`config.mk`:
```
export PLATFORM = sky130hd
export DESIGN_NAME = mdu_issue_ctrl_flat
export DESIGN_NICKNAME = d
export VERILOG_FILES = /design/src/rtl/mdu_issue_ctrl_pkg.sv /design/src/rtl/mdu_issue_ctrl_if.sv /design/src/rtl/mdu_lat_counter.sv /design/src/rtl/mdu_issue_ctrl.sv /design/src/flat_wrapper.sv
export SDC_FILE = /design/constraint.sdc
export NUM_CORES = 1
export LEC_CHECK = 0
export CAP_MARGIN = 0
export CORE_UTILIZATION = 37
export CTS_BUF_LIST = sky130_fd_sc_hd__clkbuf_16
export DETAILED_ROUTE_END_ITERATION = 10
export PLACE_DENSITY = 0.72
export SETUP_SLACK_MARGIN = 0.4
export SLEW_MARGIN = 20
export SYNTH_ARGS = -nofsm -noshare
export SYNTH_HDL_FRONTEND = slang
export SYNTH_SLANG_ARGS = --single-unit
```
`constraint.sdc`:
```
create_clock -name clk -period 1.9 [get_ports clk]
set_clock_uncertainty 0.15 [all_clocks]
set_input_delay 0.38 -clock clk [delete_from_list [all_inputs] [get_ports clk]]
set_output_delay 0.38 -clock clk [all_outputs]
set_load 0.03 [all_outputs]
```
`src/rtl/mdu_issue_ctrl_pkg.sv`:
```
// Shared definitions for the MDU issue controller:
// op codes, FSM states, default latencies.
package mdu_issue_ctrl_pkg;

    localparam int CNT_W_DEF    = 5;
    localparam int MULT_LAT_DEF = 5;
    localparam int DIV_LAT_DEF  = 10;

    localparam logic [3:0] OP_MULT  = 4'd0;
    localparam logic [3:0] OP_MULTU = 4'd1;
    localparam logic [3:0] OP_DIV   = 4'd2;
    localparam logic [3:0] OP_DIVU  = 4'd3;
    localparam logic [3:0] OP_MFHI  = 4'd4;
    localparam logic [3:0] OP_MFLO  = 4'd5;
    localparam logic [3:0] OP_MTHI  = 4'd6;
    localparam logic [3:0] OP_MTLO  = 4'd7;
    localparam logic [3:0] OP_NONE  = 4'hF;

    typedef enum logic [1:0] {
        S_IDLE = 2'd0,
        S_BUSY = 2'd1,
        S_DONE = 2'd2
    } state_t;

    // A zero latency cannot be counted down; run it as one cycle.
    function automatic int lat_clamp(input int lat);
        return (lat < 1) ? 1 : lat;
    endfunction

endpackage

```
`src/rtl/mdu_issue_ctrl_if.sv`:
```
// E-stage / D-stage handshake bundle between the pipeline
// and the MDU issue controller.
interface mdu_issue_ctrl_if;

    logic       req;
    logic       e_valid;
    logic [3:0] e_op;
    logic       d_md_use;
    logic       mdu_start;
    logic [3:0] mdu_op;
    logic       hi_we;
    logic       lo_we;
    logic       hilo_commit;
    logic       busy;
    logic       stall_d;
    logic       proto_err;

    modport master (
        output req, e_valid, e_op, d_md_use,
        input  mdu_start, mdu_op, hi_we, lo_we,
        input  hilo_commit, busy, stall_d, proto_err
    );

    modport slave (
        input  req, e_valid, e_op, d_md_use,
        output mdu_start, mdu_op, hi_we, lo_we,
        output hilo_commit, busy, stall_d, proto_err
    );

endinterface

```
`src/rtl/mdu_lat_counter.sv`:
```
// Down-counter timing an MDU operation; flags the last
// busy cycle when the count reaches one.
module mdu_lat_counter #(
    parameter int W = 5
) (
    input  logic         clk,
    input  logic         reset,
    input  logic         load,
    input  logic [W-1:0] load_val,
    input  logic         dec,
    output logic         is_one
);

    logic [W-1:0] cnt;

    always_ff @(posedge clk) begin
        if (reset) begin
            cnt <= '0;
        end else if (load) begin
            cnt <= load_val;
        end else if (dec && cnt != '0) begin
            cnt <= cnt - 1'b1;
        end
    end

    assign is_one = (cnt == W'(1));

endmodule

```
`src/rtl/mdu_issue_ctrl.sv`:
```
// E-stage MDU sequencer: start pulse, HI/LO commit, D-stall.
// Define MDU_STALL_STAT_EN to add stall_cnt/op_cnt counters.
module mdu_issue_ctrl
    import mdu_issue_ctrl_pkg::*;
#(
    parameter int MULT_LAT = MULT_LAT_DEF,
    parameter int DIV_LAT  = DIV_LAT_DEF,
    parameter int CNT_W    = CNT_W_DEF
) (
    input  logic           clk,
    input  logic           reset,
    mdu_issue_ctrl_if.slave bus
`ifdef MDU_STALL_STAT_EN
    ,
    output logic [31:0]    stall_cnt,
    output logic [31:0]    op_cnt
`endif
);

    localparam logic [CNT_W-1:0] MULT_LD =
        CNT_W'(lat_clamp(MULT_LAT));
    localparam logic [CNT_W-1:0] DIV_LD  =
        CNT_W'(lat_clamp(DIV_LAT));

    state_t state;
    logic   busy_q;
    logic   commit_q;
    logic   perr_q;

    logic   is_arith;
    logic   is_div;
    logic   is_mt;
    logic   idle;
    logic   issue;
    logic   op_bad;
    logic   cnt_one;

    always_comb begin
        is_arith = 1'b0;
        is_div   = 1'b0;
        is_mt    = 1'b0;
        unique case (1'b1)
            (bus.e_op == OP_MULT),
            (bus.e_op == OP_MULTU): is_arith = 1'b1;
            (bus.e_op == OP_DIV),
            (bus.e_op == OP_DIVU): begin
                is_arith = 1'b1;
                is_div   = 1'b1;
            end
            (bus.e_op == OP_MTHI),
            (bus.e_op == OP_MTLO): is_mt = 1'b1;
            default: ;
        endcase
    end

    assign idle   = (state == S_IDLE);
    assign issue  = bus.e_valid & is_arith & ~bus.req & idle;
    assign op_bad = bus.e_valid & (is_arith | is_mt) & ~idle;

    mdu_lat_counter #(
        .W (CNT_W)
    ) u_cnt (
        .clk      (clk),
        .reset    (reset),
        .load     (issue),
        .load_val (is_div ? DIV_LD : MULT_LD),
        .dec      (state == S_BUSY),
        .is_one   (cnt_one)
    );

    always_ff @(posedge clk) begin
        if (reset) begin
            state    <= S_IDLE;
            busy_q   <= 1'b0;
            commit_q <= 1'b0;
            perr_q   <= 1'b0;
        end else begin
            commit_q <= 1'b0;
            if (op_bad) begin
                perr_q <= 1'b1;
            end
            unique case (state)
                S_IDLE: begin
                    if (issue) begin
                        state  <= S_BUSY;
                        busy_q <= 1'b1;
                    end
                end
                S_BUSY: begin
                    if (cnt_one) begin
                        state    <= S_DONE;
                        commit_q <= 1'b1;
                    end
                end
                S_DONE: begin
                    state  <= S_IDLE;
                    busy_q <= 1'b0;
                end
                default: begin
                    state  <= S_IDLE;
                    busy_q <= 1'b0;
                end
            endcase
        end
    end

    assign bus.mdu_start   = issue;
    assign bus.mdu_op      = issue ? bus.e_op : OP_NONE;
    assign bus.hi_we       = bus.e_valid & ~bus.req & idle
                           & (bus.e_op == OP_MTHI);
    assign bus.lo_we       = bus.e_valid & ~bus.req & idle
                           & (bus.e_op == OP_MTLO);
    assign bus.hilo_commit = commit_q;
    assign bus.busy        = busy_q;
    assign bus.stall_d     = bus.d_md_use & (busy_q | issue);
    assign bus.proto_err   = perr_q;

`ifdef MDU_STALL_STAT_EN
    always_ff @(posedge clk) begin
        if (reset) begin
            stall_cnt <= '0;
            op_cnt    <= '0;
        end else begin
            if (bus.stall_d) stall_cnt <= stall_cnt + 32'd1;
            if (issue)       op_cnt    <= op_cnt + 32'd1;
        end
    end
`endif

endmodule

```
`src/flat_wrapper.sv`:
```
// flat-port wrapper written by rule: the top's interface ports become plain ports
module mdu_issue_ctrl_flat import mdu_issue_ctrl_pkg::*;
#(
    parameter int MULT_LAT = MULT_LAT_DEF,
    parameter int DIV_LAT  = DIV_LAT_DEF,
    parameter int CNT_W    = CNT_W_DEF
)
  (clk, reset, bus_req, bus_e_valid, bus_e_op, bus_d_md_use, bus_mdu_start, bus_mdu_op, bus_hi_we, bus_lo_we, bus_hilo_commit, bus_busy, bus_stall_d, bus_proto_err);
  mdu_issue_ctrl_if bus_i ();
  input  logic clk;
  input  logic reset;
  input wire logic [$bits(bus_i.req)-1:0] bus_req;
  input wire logic [$bits(bus_i.e_valid)-1:0] bus_e_valid;
  input wire logic [$bits(bus_i.e_op)-1:0] bus_e_op;
  input wire logic [$bits(bus_i.d_md_use)-1:0] bus_d_md_use;
  output wire logic [$bits(bus_i.mdu_start)-1:0] bus_mdu_start;
  output wire logic [$bits(bus_i.mdu_op)-1:0] bus_mdu_op;
  output wire logic [$bits(bus_i.hi_we)-1:0] bus_hi_we;
  output wire logic [$bits(bus_i.lo_we)-1:0] bus_lo_we;
  output wire logic [$bits(bus_i.hilo_commit)-1:0] bus_hilo_commit;
  output wire logic [$bits(bus_i.busy)-1:0] bus_busy;
  output wire logic [$bits(bus_i.stall_d)-1:0] bus_stall_d;
  output wire logic [$bits(bus_i.proto_err)-1:0] bus_proto_err;
  assign bus_i.req = bus_req;
  assign bus_i.e_valid = bus_e_valid;
  assign bus_i.e_op = bus_e_op;
  assign bus_i.d_md_use = bus_d_md_use;
  assign bus_mdu_start = bus_i.mdu_start;
  assign bus_mdu_op = bus_i.mdu_op;
  assign bus_hi_we = bus_i.hi_we;
  assign bus_lo_we = bus_i.lo_we;
  assign bus_hilo_commit = bus_i.hilo_commit;
  assign bus_busy = bus_i.busy;
  assign bus_stall_d = bus_i.stall_d;
  assign bus_proto_err = bus_i.proto_err;
  mdu_issue_ctrl #(.MULT_LAT(MULT_LAT), .DIV_LAT(DIV_LAT), .CNT_W(CNT_W)) u_core (.clk(clk), .reset(reset), .bus(bus_i));
endmodule
```
==> results.ini, run 1 <==
[timing]
rsz0062_at_grt = yes
relSlewSlack_pct = 77.9
timing.final.ws_setup_ps = -479
layout_min_cycle_time_ps = 2380
whs_ps = 335
layout_worst_path_cycle_share_pct = 125
hold_viol = 0
final.setup.tns_ps = -3680
setup_violations = 14
report.final.slew_viol_count = 0
clock.fmax_ghz = 0.420
worst_pin_slew_ps = 332

[setup_path]
cp-start-kind = register
arrival_ps = 1850
worstPathMaxFanout = 3
critPathKind = reg -> out
end_kind = output pin
crit_required_ps = 1370

[min_path]
worstHoldPathType = reg -> reg

[power_and_ir_drop]
p_leak_nw = 0.501
p_per_area_mw_per_mm2 = 651
vdd_drop_max_mv = 0.692

[clocking]
cts_max_path_buffers = 2
clk_root_buffer_cell = clkbuf_16
path_clk_slew_ps = 40
hold_buffers = 0
cts_tree = built
htree_num_levels = 1
clock_sinks = 10
numCtsBuffers = 3
clk_latency_ps = 240

[floorplan]
initial_utilization_pct = 39.9
pin_count = 20
core_area_mm2 = 0.00132
die-height_um = 39.7
dieArea_mm2 = 0.00157
dieWidth_um = 39.7
rows = 13

[place]
post-place-ws_ps = -901
place_hpwl_um = 1010
place_congestion = 0.706
port_buffers = 19
dpl_cell_area_um2 = 860

[status]
violations = setup timing
status = finished, violations left

[cells_and_area]
nNetsFinal = 119
num_antenna_cells = 0
final_area_mm2 = 0.00111
seq_area_um2 = 204
area_growth_pct = 112
multi_input_area_um2 = 367
fillCellCount = 78
fin_util_pct = 84.4
drive_gt1_share_pct = 57.5

[synth]
synth-seq-cells = 10
synth-warning-count = 0
synth_cells = 61
syn_area_per_cell_um2 = 8.61
synthesis.nets = 72
synth_cell_types = 27
synth_area_um2 = 526
seq_area_frac_synth_pct = 38.1

[global_route]
grt_antenna_before_repair = 0
grt_max_degree = 7
grt_pass1_wl_um = 2350
grt_overflow_total = 0
first_global_vias = 556
track_usage_pct = 23.4

[route]
wirelength_um = 1830
drc = 0
ant_nets = 0
vias_per_cell = 5.17
wl_per_cell_um = 15.1
drt_iter0_markers = 8
num_vias = 626
first_pass_iters = 4

[flow_run]
maxCapViolCount = 0

==> logic make-up after synthesis <==
family	synth area share [%]
xor+xnor	3.33
compound gates	10.7
simple gates	33.6
buf+inv	9.52
flops	38.1
fa+ha+maj	4.76
==> placed cells by master, fill, tap and decap left out, types with 2 or more instances in the layout <==
cell type / instances
inv_2: 3
nand3_1: 4
buf_6: 17
a21oi_1: 4
dlygate4sd2_1: 5
dfxtp_2: 3
nor3b_1: 2
clkdlybuf4s50_1: 3
or4_4: 3
buf_4: 15
clkbuf_2: 2
dfxtp_1: 7
inv_1: 2
nand2_1: 3
clkbuf_16: 3
nor2_4: 4
nor2_1: 3
==> synth_stat cells (all sizes together) <==
| cell type | number | area (um2) |
|---|---|---|
| a211o | 1 | 8.76 |
| a211oi | 1 | 7.51 |
| a21boi | 1 | 7.51 |
| a21oi | 5 | 25.0 |
| and2 | 1 | 8.76 |
| and3 | 1 | 6.26 |
| and4b | 1 | 10.0 |
| buf | 1 | 11.3 |
| clkbuf | 1 | 3.75 |
| clkinv | 1 | 16.3 |
| dfxtp | 10 | 200 |
| ha | 2 | 25.0 |
| inv | 5 | 18.8 |
| nand2 | 3 | 11.3 |
| nand2b | 1 | 6.26 |
| nand3 | 4 | 20.0 |
| nand3b | 1 | 7.51 |
| nor2 | 7 | 26.3 |
| nor2b | 2 | 12.5 |
| nor3 | 2 | 10.0 |
| nor3b | 2 | 15.0 |
| o211ai | 1 | 7.51 |
| or2 | 1 | 6.26 |
| or4 | 3 | 22.5 |
| or4b | 1 | 13.8 |
| xnor2 | 1 | 8.76 |
| xor2 | 1 | 8.76 |
==> cell type report <==
type | count | area share, %
repair buffers | 44 | 37.1
clock buffers | 3 | 6.75
flip-flops and latches | 10 | 18.3
well taps | 15 | 1.69
inverters | 6 | 3.15
multi-input cells | 43 | 33.0
==> metal layers <==
layer,vias to the layer above,GRT usage (%),routed length (um)
met5,-,0,0
met2,25,42.2,933
li1,303,-,-
met4,0,12.9,36
met1,294,23.8,752
met3,4,6.25,111
==> stage by stage <==
step                instances  total power [mW]
floorplan                  61             0.279
global placement          107             0.328
detailed placement        107             0.329
CTS                       116             0.718
global route              121             0.747
finish                    121             0.724
==> where the power goes <==
group / total [mW] / switching, mW / internal [mW]
combinational: 0.133 / 0.0596 / 0.0739
clock: 0.367 / 0.0945 / 0.273
sequential: 0.223 / 0.00584 / 0.217
==> critical path, cell delays in order (launching register included) <==
cell	delay, ps
dfxtp_2	310
or2_4	250
or4_4	510
buf_6	150
clkinv_8	40
buf_8	90
nor2_4	30
nor2b_4	100
buf_6	130
==> path summary, 6_finish.rpt <==
check	start	depth (start not counted)	slack, ps	end
worst max-delay path	u_core.state[0]	8	-480	bus_stall_d
worst min register to register	u_core.bus.proto_err	2	340	u_core.bus.proto_err
worst min-delay path	u_core.bus.proto_err	2	340	u_core.bus.proto_err
worst max register to register	u_core.state[0]	9	-160	u_core.u_cnt.cnt[0]
==> registers in the layout (all words and copies together), names as in the netlist <==
| name | flops |
|---|---|
| u_core.u_cnt.cnt | 5 |
| u_core.state | 2 |
| u_core.bus.busy | 1 |
| u_core.bus.hilo_commit | 1 |
| u_core.bus.proto_err | 1 |
==> repair_timing <==
item / 4_1_cts / 5_1_grt
pin swaps: 4 / 3
gates resized for setup: 52 / 18
buffers inserted: 6 / 5
setup endpoints to repair: 18 / 17
(Power assumes the default switching activity.)
==> run 2, diff against run 1 <==
--- a/config.mk
+++ b/config.mk
@@ -6,10 +6,11 @@
 export NUM_CORES = 1
 export LEC_CHECK = 0
 export CAP_MARGIN = 0
-export CORE_UTILIZATION = 37
+export CORE_AREA = 2 2 39 41
 export CTS_BUF_LIST = sky130_fd_sc_hd__clkbuf_16
 export DETAILED_ROUTE_END_ITERATION = 10
-export PLACE_DENSITY = 0.72
+export DIE_AREA = 0 0 41 43
+export PLACE_DENSITY = 0.73
 export SETUP_SLACK_MARGIN = 0.4
 export SLEW_MARGIN = 20
 export SYNTH_ARGS = -nofsm -noshare
==> constraint.sdc (replaced) <==
create_clock -name clk -period 2.75 [get_ports clk]
set_clock_uncertainty 0.15 [all_clocks]
set_input_delay 0.55 -clock clk [delete_from_list [all_inputs] [get_ports clk]]
set_output_delay 0.55 -clock clk [all_outputs]
set_load 0.03 [all_outputs]
==> results.ini, run 2 (same netlist as run 1, synthesis figures left out) <==
[cells_and_area]
reg.largest.list = u_core.u_cnt.cnt: 5 flops, u_core.state: 2 flops
final_area_um2 = 997
nNetsFinal = 109
fillCellCount = 104
mostFrequentLayoutCells = buf_6, buf_4, dfxtp_1
num_antenna_cells = 0
final_common_cell = buf_6
seq_area_um2 = 201
top_register = u_core.u_cnt.cnt
multi_input_area_um2 = 330
largest_reg_flops = 5
area_growth_pct = 89.8
drive_gt1_share_pct = 43.3

[setup_path]
critPathKind = in -> out
crit_required_ps = 2050
cp-start-kind = primary input
end_kind = output pin
arrival_ps = 1860
worstPathMaxFanout = 3

[floorplan]
core_area_mm2 = 0.00138
rows = 14
initial_utilization_pct = 38.0
dieWidth_um = 41
die-height_um = 43
dieArea_mm2 = 0.00176
pin_count = 20

[route]
drt_iter0_markers = 4
vias_per_cell = 4.97
num_vias = 562
drc = 0
wl_per_cell_um = 13.6
first_pass_iters = 4
wirelength_um = 1540
ant_nets = 0

[clocking]
path_clk_slew_ps = 40
htree_num_levels = 1
hold_buffers = 0
clk_latency_ps = 230
clock_sinks = 10
cts_tree = built
cts_max_path_buffers = 2
numCtsBuffers = 3
clk_root_buffer_cell = clkbuf_16

[place]
place_congestion = 0.820
dpl_cell_area_um2 = 771
place_hpwl_um = 912
port_buffers = 19
post-place-ws_ps = -345

[timing]
layout_worst_path_cycle_share_pct = 93.0
hold_viol = 0
clock.fmax_ghz = 0.391
report.final.slew_viol_count = 0
worst_pin_slew_ps = 457
relSlewSlack_pct = 69.4
layout_min_cycle_time_ps = 2560
rsz0062_at_grt = yes
setup_violations = 0
timing.final.ws_setup_ps = 192

[min_path]
worstHoldPathType = reg -> reg

[global_route]
first_global_vias = 563
grt.busiest_layer = met2
grt_max_degree = 10
track_usage_pct = 18.8
grt_use_met1_pct = 17.9
grt_antenna_before_repair = 0
grt_overflow_total = 0
grt_pass1_wl_um = 2220
grt_use_met3_pct = 6.81
grtUsageMet2_pct = 33.4

[flow_run]
maxCapViolCount = 0

[power_and_ir_drop]
vdd_drop_max_mv = 0.378
p_leak_nw = 0.440
p_per_area_mw_per_mm2 = 488

[status]
status = finished clean

-- run 2: final timing paths --
kind | startpoint | slack, ps | cells after the start | endpoint
max | bus_e_op[3] | 190 | 9 | bus_stall_d
max reg2reg | u_core.u_cnt.cnt[0] | 730 | 6 | u_core.u_cnt.cnt[2]
min | u_core.state[1] | 270 | 1 | u_core.bus.busy
min reg2reg | u_core.state[1] | 270 | 1 | u_core.bus.busy
-- run 2: layout make-up --
class / count / share of cell area [%]
clock inverters: 1 / 0.376
flip-flops and latches: 10 / 20.2
well taps: 16 / 2.01
multi-input cells: 43 / 33.1
clock buffers: 3 / 7.53
repair buffers: 34 / 33.2
inverters: 6 / 3.51
-- run 2: timing repair --
| action | 4_1_cts | 5_1_grt |
|---|---|---|
| setup buffers | 5 | 3 |
| gates resized for setup | 44 | 19 |
| gates cloned | 0 | 0 |
| pin swaps | 5 | 1 |
| endpoints found under the setup margin | 8 | 8 |
-- run 2: power breakdown --
| group | switching (mW) | internal [mW] |
|---|---|---|
| sequential | 0.00402 | 0.150 |
| clock | 0.0655 | 0.190 |
| combinational | 0.0354 | 0.0421 |
| total | 0.105 | 0.382 |
-- run 2: metal layers --
layer	part of all wire (%)	up-vias
met5	0	-
met4	0	0
met3	8.1	0
met2	56	24
met1	36	256
li1	-	282
-- run 2: critical path, cell delays in order --
cell and delay, ps:
buf_6 90, nand2b_4 130, or4_4 550, buf_6 150, clkinv_8 40, buf_8 90, nor2_4 40, nor2b_4 100
buf_6 130
-- run 2: metrics by stage --
step	util [%]	setup TNS, ps	power (mW)	hold WS [ps]	instances
after global routing	72.1	0	0.506	298	113
after detailed placement	55.7	-1290	0.217	278	101
final	72.1	0	0.487	274	113
after global placement	55.7	-1250	0.216	271	101
after CTS	67.2	0	0.487	294	110
after floorplan	-	0	0.189	267	61
==> run 3, diff against run 2 <==
--- a/config.mk
+++ b/config.mk
@@ -6,13 +6,13 @@
 export NUM_CORES = 1
 export LEC_CHECK = 0
 export CAP_MARGIN = 0
-export CORE_AREA = 2 2 39 41
+export CORE_UTILIZATION = 47
 export CTS_BUF_LIST = sky130_fd_sc_hd__clkbuf_16
 export DETAILED_ROUTE_END_ITERATION = 10
-export DIE_AREA = 0 0 41 43
-export PLACE_DENSITY = 0.73
+export PLACE_DENSITY = 0.81
 export SETUP_SLACK_MARGIN = 0.4
 export SLEW_MARGIN = 20
 export SYNTH_ARGS = -nofsm -noshare
 export SYNTH_HDL_FRONTEND = slang
+export SYNTH_HIERARCHICAL = 1
 export SYNTH_SLANG_ARGS = --single-unit
==> constraint.sdc (replaced) <==
create_clock -name clk -period 2.75 [get_ports clk]
set_clock_uncertainty 0.15 [all_clocks]
set_input_delay 0.55 -clock clk [delete_from_list [all_inputs] [get_ports clk]]
set_output_delay 0.55 -clock clk [all_outputs]
set_load 0.02 [all_outputs]
==> results.ini, run 3 <==
[timing]
final.setup.tns_ps = 0
hold_viol = 0
setup_violations = 0
timing.final.ws_setup_ps = 291
clock.fmax_ghz = 0.407
report.final.slew_viol_count = 0
layout_min_cycle_time_ps = 2460
rsz0062_at_grt = yes
layout_worst_path_cycle_share_pct = 89.4

[clocking]
clk_latency_ps = 230
cts_tree = built
clock_sinks = 10
htree_num_levels = 1
hold_buffers = 0
clk_root_buffer_cell = clkbuf_16
cts_max_path_buffers = 2
numCtsBuffers = 3
path_clk_slew_ps = 40

[cells_and_area]
final_area_mm2 = 0.00103
final_common_cell = buf_4
area_growth_pct = 65.0
drive_gt1_share_pct = 34.3
mostFrequentLayoutCells = buf_4, dfxtp_1, nand2_1
reg.largest.list = u_core/u_cnt/cnt: 5 flops, u_core/state: 2 flops
num_antenna_cells = 0
nNetsFinal = 120
largest_reg_flops = 5
top_register = u_core/u_cnt/cnt

[floorplan]
rows = 12
initial_utilization_pct = 53.4
pin_count = 20
die-height_um = 38.5
dieArea_mm2 = 0.00148
dieWidth_um = 38.5
core_area_mm2 = 0.00117

[route]
wl_per_cell_um = 14.5
wirelength_um = 1760
first_pass_iters = 4
num_vias = 689
ant_nets = 0
drt_iter0_markers = 16
drc = 0
vias_per_cell = 5.65

[synth]
synth_edf_count = 0
netlist_top_cells_area = dfxtp_1, a2111oi_2, nand2_1, nor2_1, nor4b_1
synth-seq-cells = 10
synth_common_cells = dfxtp_1, nand2_1, nor2_1
ys.flop_type = dfxtp_1
synth-warning-count = 6
synth_top_area_share_pct = 32.0
synthesis.nets = 86
seq_area_frac_synth_pct = 32.0
synth_area_um2 = 626
syn_area_per_cell_um2 = 8.34
synth.most_common_cell = dfxtp_1
ys_async_sr_fraction_pct = 0
synth_cells = 75
yosys.area.top_type = dfxtp_1
synth_cell_types = 32

[power_and_ir_drop]
vdd_drop_max_mv = 0.239
p_per_area_mw_per_mm2 = 478
p_leak_nw = 0.431

[min_path]
min_from = u_core/bus.proto_err
worstHoldPathType = reg -> reg

[setup_path]
cp-startpoint = bus_e_op[3]
critPathKind = in -> out
worstPathMaxFanout = 7
arrival_ps = 1760
crit_required_ps = 2050
worstReg2RegStart = u_core/state[1]
end_kind = output pin
cp-start-kind = primary input

[global_route]
grt_max_degree = 12
grt_antenna_before_repair = 0
grt_overflow_total = 0
grt_pass1_wl_um = 2760
first_global_vias = 628
track_usage_pct = 27.7

[place]
dpl_cell_area_um2 = 935
place_hpwl_um = 1170
post-place-ws_ps = -464
port_buffers = 19
place_congestion = 0.807

[flow_run]
maxCapViolCount = 0

[status]
status = finished clean

-- run 3: final cells by class --
type | instances | area [um2]
sequential | 10 | 200
timing repair buffer | 32 | 272
tap | 14 | 17.5
clock buffer | 3 | 75.1
multi-input combinational | 56 | 442
inverter | 6 | 22.5
fill | 71 | 139
clock inverter | 1 | 3.75
-- run 3: what timing repair did --
action	CTS	global route
gates resized for setup	54	6
pin swaps	3	3
buffers inserted	2	0
setup endpoints to repair	13	10
-- run 3: path summary, 6_finish.rpt --
path / end / slack [ps] / depth (start not counted)
worst min-delay path: u_core/bus.proto_err / 340 / 2
worst min register to register: u_core/bus.proto_err / 340 / 2
worst max register to register: u_core/u_cnt/cnt[0] / 500 / 7
worst max-delay path: bus_mdu_op[0] / 290 / 4
-- run 3: metal layers --
layer,routed length (um),up-vias,track usage [%]
met2,839,26,47.5
met1,797,306,33.6
met5,0,-,0
met3,75,6,5.23
li1,-,351,-
met4,51,0,10.3
-- run 3: cell families after synthesis --
| group | count (synthesis) | synth area share, % |
|---|---|---|
| other cells | 1 | 0.599 |
| fa+ha+maj | 2 | 4.00 |
| compound gates | 12 | 17.8 |
| buf+inv | 9 | 5.60 |
| simple gates | 41 | 40.0 |
| flops | 10 | 32.0 |
-- run 3: report_power, final --
part,leakage (nW),internal [mW],switching [mW],total [mW]
sequential,0.0810,0.150,0.00456,0.155
combinational,0.311,0.0401,0.0427,0.0829
clock,0.0385,0.190,0.0657,0.256
total,0.431,0.381,0.113,0.494
-- run 3: per-stage QoR --
| stage | utilization [%] | std cells | hold slack, ps | power [mW] |
|---|---|---|---|---|
| global placement | 79.8 | 116 | 304 | 0.232 |
| floorplan | - | 75 | 330 | 0.195 |
| detailed placement | 79.8 | 116 | 317 | 0.233 |
| finish | 88.1 | 122 | 337 | 0.494 |
| global route | 88.1 | 122 | 367 | 0.515 |
| CTS | 86.5 | 122 | 329 | 0.490 |
-- run 3: critical path, cell delays in order --
cell and delay (ps):
buf_6 90, or4b_4 530, or4_4 440, buf_6 150
